### config.mk
export PLATFORM = sky130hd
export DESIGN_NAME = cdc_hs_receiver_flat
export DESIGN_NICKNAME = d
export VERILOG_FILES = /design/src/rtl/cdc_hs_receiver_if.sv /design/src/rtl/cdc_hs_receiver.sv /design/src/flat_wrapper.sv
export SDC_FILE = /design/constraint.sdc
export NUM_CORES = 1
export LEC_CHECK = 0
export CORE_UTILIZATION = 44
export DETAILED_ROUTE_END_ITERATION = 12
export PLACE_DENSITY = 0.85
export SYNTH_ARGS = -nofsm -noshare
export SYNTH_HDL_FRONTEND = slang
export SYNTH_SLANG_ARGS = --single-unit
### constraint.sdc
create_clock -name dest_clk -period 4.6 [get_ports dest_clk]
set_input_delay 0.69 -clock dest_clk [delete_from_list [all_inputs] [get_ports dest_clk]]
set_output_delay 0.69 -clock dest_clk [all_outputs]
set_load 0.03 [all_outputs]
### src/rtl/cdc_hs_receiver_if.sv
// Handshake bundle between the source domain, the receiver endpoint and the
// downstream consumer. With HS_RX_PARITY_EN defined, the bundle also carries
// the bundled parity bit and the captured parity-error flag.
interface cdc_hs_receiver_if #(
    parameter int DATA_W = 64
);
    logic              src_req;
    logic [DATA_W-1:0] src_data;
    logic              dest_ack;
    logic              out_valid;
    logic              out_ready;
    logic [DATA_W-1:0] out_data;
`ifdef HS_RX_PARITY_EN
    logic              src_par;
    logic              out_perr;
`endif

    // Source and consumer side: drives the request, the data and the ready.
    modport master (
        output src_req,
        output src_data,
        input  dest_ack,
        input  out_valid,
        output out_ready,
        input  out_data
`ifdef HS_RX_PARITY_EN
        ,
        output src_par,
        input  out_perr
`endif
    );

    // Receiver endpoint side.
    modport slave (
        input  src_req,
        input  src_data,
        output dest_ack,
        output out_valid,
        input  out_ready,
        output out_data
`ifdef HS_RX_PARITY_EN
        ,
        input  src_par,
        output out_perr
`endif
    );
endinterface

### src/rtl/cdc_hs_receiver.sv
// Destination-clock endpoint of a 4-phase bundled-data clock-domain crossing.
// The request is synchronized through SYNC_STAGES flops (legal range 2..4);
// the data bus is captured directly because the source holds it stable
// until it sees dest_ack high. The captured word sits in a single-entry
// valid/ready buffer, and dest_ack is returned straight from a flop.
// Optional feature macro: HS_RX_PARITY_EN (adds src_par / out_perr).
module cdc_hs_receiver #(
    parameter int DATA_W      = 64,
    parameter int SYNC_STAGES = 2
) (
    input  logic                dest_clk,
    input  logic                dest_rst,
    cdc_hs_receiver_if.slave    bus
);

    typedef enum logic {
        IDLE = 1'b0,
        HOLD = 1'b1
    } state_t;

    logic [SYNC_STAGES-1:0] sync_q;
    logic                   req_s;

    state_t                 state_q, state_d;
    logic                   ack_q, ack_d;
    logic                   valid_q, valid_d;
    logic [DATA_W-1:0]      data_q, data_d;
    logic                   capture;
    logic                   accept;
`ifdef HS_RX_PARITY_EN
    logic                   perr_q, perr_d;
`endif

    // Request synchronizer: the only path by which src_req enters this domain.
    always_ff @(posedge dest_clk or posedge dest_rst) begin
        if (dest_rst) begin
            sync_q <= '0;
        end else begin
            sync_q <= {sync_q[SYNC_STAGES-2:0], bus.src_req};
        end
    end

    assign req_s = sync_q[SYNC_STAGES-1];

    // Next-state and buffer update: capture only from IDLE when the buffer is
    // free, which includes the case where the consumer drains it this edge.
    always_comb begin
        state_d = state_q;
        valid_d = valid_q;
        data_d  = data_q;
`ifdef HS_RX_PARITY_EN
        perr_d  = perr_q;
`endif
        accept  = valid_q && bus.out_ready;
        capture = (state_q == IDLE) && req_s && (!valid_q || accept);

        case (state_q)
            IDLE: begin
                if (capture) begin
                    state_d = HOLD;
                end
            end
            HOLD: begin
                if (!req_s) begin
                    state_d = IDLE;
                end
            end
            default: state_d = IDLE;
        endcase

        if (capture) begin
            valid_d = 1'b1;
            data_d  = bus.src_data;
`ifdef HS_RX_PARITY_EN
            perr_d  = (^bus.src_data) ^ bus.src_par;
`endif
        end else if (accept) begin
            valid_d = 1'b0;
        end

        ack_d = (state_d == HOLD);
    end

    // Control and data registers; every register clears on reset.
    always_ff @(posedge dest_clk or posedge dest_rst) begin
        if (dest_rst) begin
            state_q <= IDLE;
            ack_q   <= 1'b0;
            valid_q <= 1'b0;
            data_q  <= '0;
        end else begin
            state_q <= state_d;
            ack_q   <= ack_d;
            valid_q <= valid_d;
            data_q  <= data_d;
        end
    end

`ifdef HS_RX_PARITY_EN
    // Parity-error flag captured alongside the word and held with it.
    always_ff @(posedge dest_clk or posedge dest_rst) begin
        if (dest_rst) begin
            perr_q <= 1'b0;
        end else begin
            perr_q <= perr_d;
        end
    end

    assign bus.out_perr = perr_q;
`endif

    assign bus.dest_ack  = ack_q;
    assign bus.out_valid = valid_q;
    assign bus.out_data  = data_q;

endmodule

### src/flat_wrapper.sv
// flat-port wrapper written by rule: the top's interface ports become plain ports
module cdc_hs_receiver_flat 
#(
    parameter int DATA_W      = 64,
    parameter int SYNC_STAGES = 2
)
  (dest_clk, dest_rst, bus_src_req, bus_src_data, bus_dest_ack, bus_out_valid, bus_out_ready, bus_out_data);
  cdc_hs_receiver_if #(.DATA_W(DATA_W)) bus_i ();
  input  logic dest_clk;
  input  logic dest_rst;
  input wire logic [$bits(bus_i.src_req)-1:0] bus_src_req;
  input wire logic [$bits(bus_i.src_data)-1:0] bus_src_data;
  output wire logic [$bits(bus_i.dest_ack)-1:0] bus_dest_ack;
  output wire logic [$bits(bus_i.out_valid)-1:0] bus_out_valid;
  input wire logic [$bits(bus_i.out_ready)-1:0] bus_out_ready;
  output wire logic [$bits(bus_i.out_data)-1:0] bus_out_data;
  assign bus_i.src_req = bus_src_req;
  assign bus_i.src_data = bus_src_data;
  assign bus_dest_ack = bus_i.dest_ack;
  assign bus_out_valid = bus_i.out_valid;
  assign bus_i.out_ready = bus_out_ready;
  assign bus_out_data = bus_i.out_data;
  cdc_hs_receiver #(.DATA_W(DATA_W), .SYNC_STAGES(SYNC_STAGES)) u_core (.dest_clk(dest_clk), .dest_rst(dest_rst), .bus(bus_i));
endmodule
==> metrics.txt <==
# TYPE chip_impl_metric gauge
chip_impl_info{name="run_status",value="finished clean"} 1
chip_impl_metric{name="use_met1",unit=""} 0.247
chip_impl_metric{name="htree_num_levels",unit=""} 3
chip_impl_metric{name="relSlewSlack",unit=""} 0.547
chip_impl_metric{name="buffer_ports.inserted",unit=""} 133
chip_impl_metric{name="r2r_worst_path_depth",unit=""} 4
chip_impl_info{name="layout.cells.most_common_list",value="clkdlybuf4s50_1 (133), dfrtp_1 (68), mux2_4 (60)"} 1
chip_impl_metric{name="cts_hold_repair.buffers",unit=""} 0
chip_impl_metric{name="postCtsResizedCells",unit=""} 0
chip_impl_info{name="clock-root-buffer",value="clkbuf_8"} 1
chip_impl_metric{name="syn_avg_cell_area",unit="um^2"} 19.4
chip_impl_metric{name="synth.yosys.warnings",unit=""} 0
chip_impl_metric{name="synthCells",unit=""} 146
chip_impl_metric{name="whs_path_depth",unit=""} 0
chip_impl_metric{name="grt.met3_usage",unit=""} 0.0747
chip_impl_metric{name="wire_length_of_the_first_global_routing_pass",unit="um"} 8980
chip_impl_metric{name="drt_iter0_markers",unit=""} 23
chip_impl_metric{name="routed_len_inst",unit="um"} 16.4
chip_impl_metric{name="fillcell_total",unit=""} 413
chip_impl_info{name="synthTopCellsByArea",value="dfrtp_1 (60%), mux2_4 (32%), buf_12 (4.3%)"} 1
chip_impl_metric{name="ys_types",unit=""} 10
chip_impl_metric{name="detail_route.first_pass.iterations",unit=""} 4
chip_impl_metric{name="power_density",unit="mW/mm^2"} 452
chip_impl_info{name="worstHoldPathType",value="flop to flop"} 1
chip_impl_metric{name="antenna_left",unit=""} 0
chip_impl_metric{name="grt-ovfl-total",unit=""} 0
chip_impl_metric{name="worst-slew-pin-transition",unit="ns"} 0.679
chip_impl_metric{name="cap_viol_max_count",unit=""} 0
chip_impl_metric{name="dp_hpwl",unit="um"} 4380
chip_impl_metric{name="largest_net_degree_at_the_start_of_global_routing",unit=""} 39
chip_impl_metric{name="grt.total_usage",unit=""} 0.187
chip_impl_metric{name="antennaDiodeCount",unit=""} 0
chip_impl_metric{name="crit_fanout",unit=""} 38
chip_impl_metric{name="slew_violations",unit=""} 0
chip_impl_metric{name="antenna_found_initial",unit=""} 0
chip_impl_metric{name="ios",unit=""} 134
chip_impl_metric{name="nNetsFinal",unit=""} 354
chip_impl_metric{name="cts_inserted_buffers",unit=""} 9
chip_impl_metric{name="detail_route.vias_per_cell",unit=""} 4.68
chip_impl_info{name="synth_area_leader_cell",value="dfrtp_1"} 1
chip_impl_metric{name="clkTransAtPathRegs",unit="ns"} 0.06
chip_impl_metric{name="layout_worst_path_cycle_share",unit=""} 0.481
chip_impl_metric{name="fp.dieArea",unit="mm^2"} 0.00675
chip_impl_metric{name="crit_arrival",unit="ns"} 2.42
chip_impl_info{name="cts_tree",value="done"} 1
chip_impl_metric{name="final-setup-viol-count",unit=""} 0
chip_impl_metric{name="detailed_place.area",unit="mm^2"} 0.00415
chip_impl_metric{name="endpoints_failing_hold",unit=""} 0
chip_impl_metric{name="gp_congestion",unit=""} 0.719
chip_impl_metric{name="syn_area",unit="mm^2"} 0.00283
chip_impl_metric{name="initial_utilization",unit=""} 0.466
chip_impl_metric{name="totalWireLength",unit="um"} 5940
chip_impl_metric{name="critPathRequiredTime",unit="ns"} 4.80
chip_impl_info{name="rsz_0062_raised_after_global_routing",value="no"} 1
chip_impl_metric{name="vdd_ir_drop_max",unit="mV"} 0.302
chip_impl_metric{name="synth.top_cell.area_share",unit=""} 0.602
chip_impl_metric{name="detailroute.via_count",unit=""} 1693
chip_impl_metric{name="number_of_global_route_vias_before_repair",unit=""} 1763
chip_impl_metric{name="final_area",unit="mm^2"} 0.00429
chip_impl_metric{name="insertion_delay",unit="ns"} 0.32
chip_impl_metric{name="cts_setup_buffers",unit=""} 0
chip_impl_metric{name="hold_slack",unit="ns"} 0.349
chip_impl_metric{name="syn_to_final_growth",unit="%"} 51.9
chip_impl_info{name="grt_busiest_layer",value="met2"} 1
chip_impl_metric{name="worst_clock_skew",unit="ns"} 0.00419
chip_impl_metric{name="synth_nets",unit=""} 214
chip_impl_metric{name="leakage",unit="uW"} 0.00189
chip_impl_metric{name="die_x",unit="um"} 82.1
chip_impl_metric{name="std_cell_rows",unit=""} 28
chip_impl_info{name="criticalPathCategory",value="input port to flop"} 1
chip_impl_info{name="commonest_non_fill_non_tap_cell_in_the_layout",value="clkdlybuf4s50_1"} 1
chip_impl_metric{name="ys_seq_elements",unit=""} 68
chip_impl_metric{name="grt.met2_usage",unit=""} 0.271
chip_impl_metric{name="yosysSeqAreaShare",unit=""} 0.602
chip_impl_metric{name="tns",unit="ns"} 0
chip_impl_metric{name="core",unit="mm^2"} 0.00606
chip_impl_metric{name="post_layout_total_power",unit="uW"} 1940
chip_impl_metric{name="clock.fmax",unit="MHz"} 452
chip_impl_metric{name="detail_route.drc_violations",unit=""} 0
chip_impl_metric{name="floorplan.die.height",unit="um"} 82.1
chip_impl_metric{name="numClockSinks",unit=""} 68
chip_impl_metric{name="layout-drive-gt1-share",unit=""} 0.279
chip_impl_info{name="critical_path_startpoint_category",value="input port"} 1
chip_impl_metric{name="min_period",unit="ns"} 2.21
chip_impl_metric{name="clock_tree.buffer_depth",unit=""} 2
chip_impl_info{name="worstSetupEndpointType",value="flop"} 1
final timing paths:
kind / to / start / slack (ns)
worst max-delay path: u_core.bus.out_data[30]$_DFFE_PP0P_ / bus_out_ready / 2.39
worst min-delay path: u_core.sync_q[1]$_DFF_PP0_ / u_core.sync_q[0]$_DFF_PP0_ / 0.35
worst max register to register: u_core.bus.out_data[30]$_DFFE_PP0P_ / u_core.bus.out_valid$_DFFE_PP0P_ / 2.83
worst min register to register: u_core.sync_q[1]$_DFF_PP0_ / u_core.sync_q[0]$_DFF_PP0_ / 0.35
max in group asynchronous: u_core.bus.out_data[2]$_DFFE_PP0P_ / dest_rst / 2.90
min in group asynchronous: u_core.bus.out_data[50]$_DFFE_PP0P_ / dest_rst / 0.79
registers in the layout, summed over array words and instances (netlist names):
signal	cells
u_core.bus.out_data	64
u_core.state_q	1
u_core.bus.out_valid	1
u_core.sync_q	2
routing by layer:
| layer | share of wire | vias up |
|---|---|---|
| li1 | - | 780 |
| met1 | 0.45 | 794 |
| met2 | 0.43 | 105 |
| met3 | 0.10 | 14 |
| met4 | 0.025 | 0 |
| met5 | 0 | - |
synth_stat cells, drive strengths merged:
cell	count
nor3b	1
mux2	64
dfrtp	68
nand2b	1
inv	2
o21ai	1
nor2	2
buf	7
cell families after synthesis:
family                 after synthesis  synth area share
AOI/OAI and AO/OA                    1           0.00177
muxes                               64             0.335
DFF                                 68             0.602
buffers and inverters                9            0.0492
and+or+nand+nor                      4            0.0120
final cells by class:
type | instances | area (um^2) | share of cell area
clock buffers | 12 | 145 | 0.0338
flip-flops and latches | 68 | 1700 | 0.396
multi-input cells | 69 | 991 | 0.231
well taps | 75 | 93.8 | 0.0219
repair buffers | 136 | 1350 | 0.315
inverters | 2 | 7.51 | 0.00175
through the flow:
step / std cells / setup slack, ns / utilization
floorplan: 146 / 2.20 / -
global placement: 350 / 2.09 / 0.684
detailed placement: 350 / 2.05 / 0.684
CTS: 362 / 2.39 / 0.708
global route: 362 / 2.35 / 0.708
finish: 362 / 2.39 / 0.708
critical path, cell delays in order:
cell	delay, ns
clkdlybuf4s50_1	0.45
nand2b_4	0.12
nor3b_4	0.19
buf_4	0.57
mux2_4	0.36
report_power, final:
| part | leakage [uW] | internal [uW] | total (uW) | switching, uW |
|---|---|---|---|---|
| combinational | 0.00102 | 404 | 766 | 362 |
| clock | 0.0000743 | 199 | 386 | 187 |
| sequential | 0.000793 | 717 | 787 | 70.4 |
Note: power is estimated with default switching activity, not from simulation.
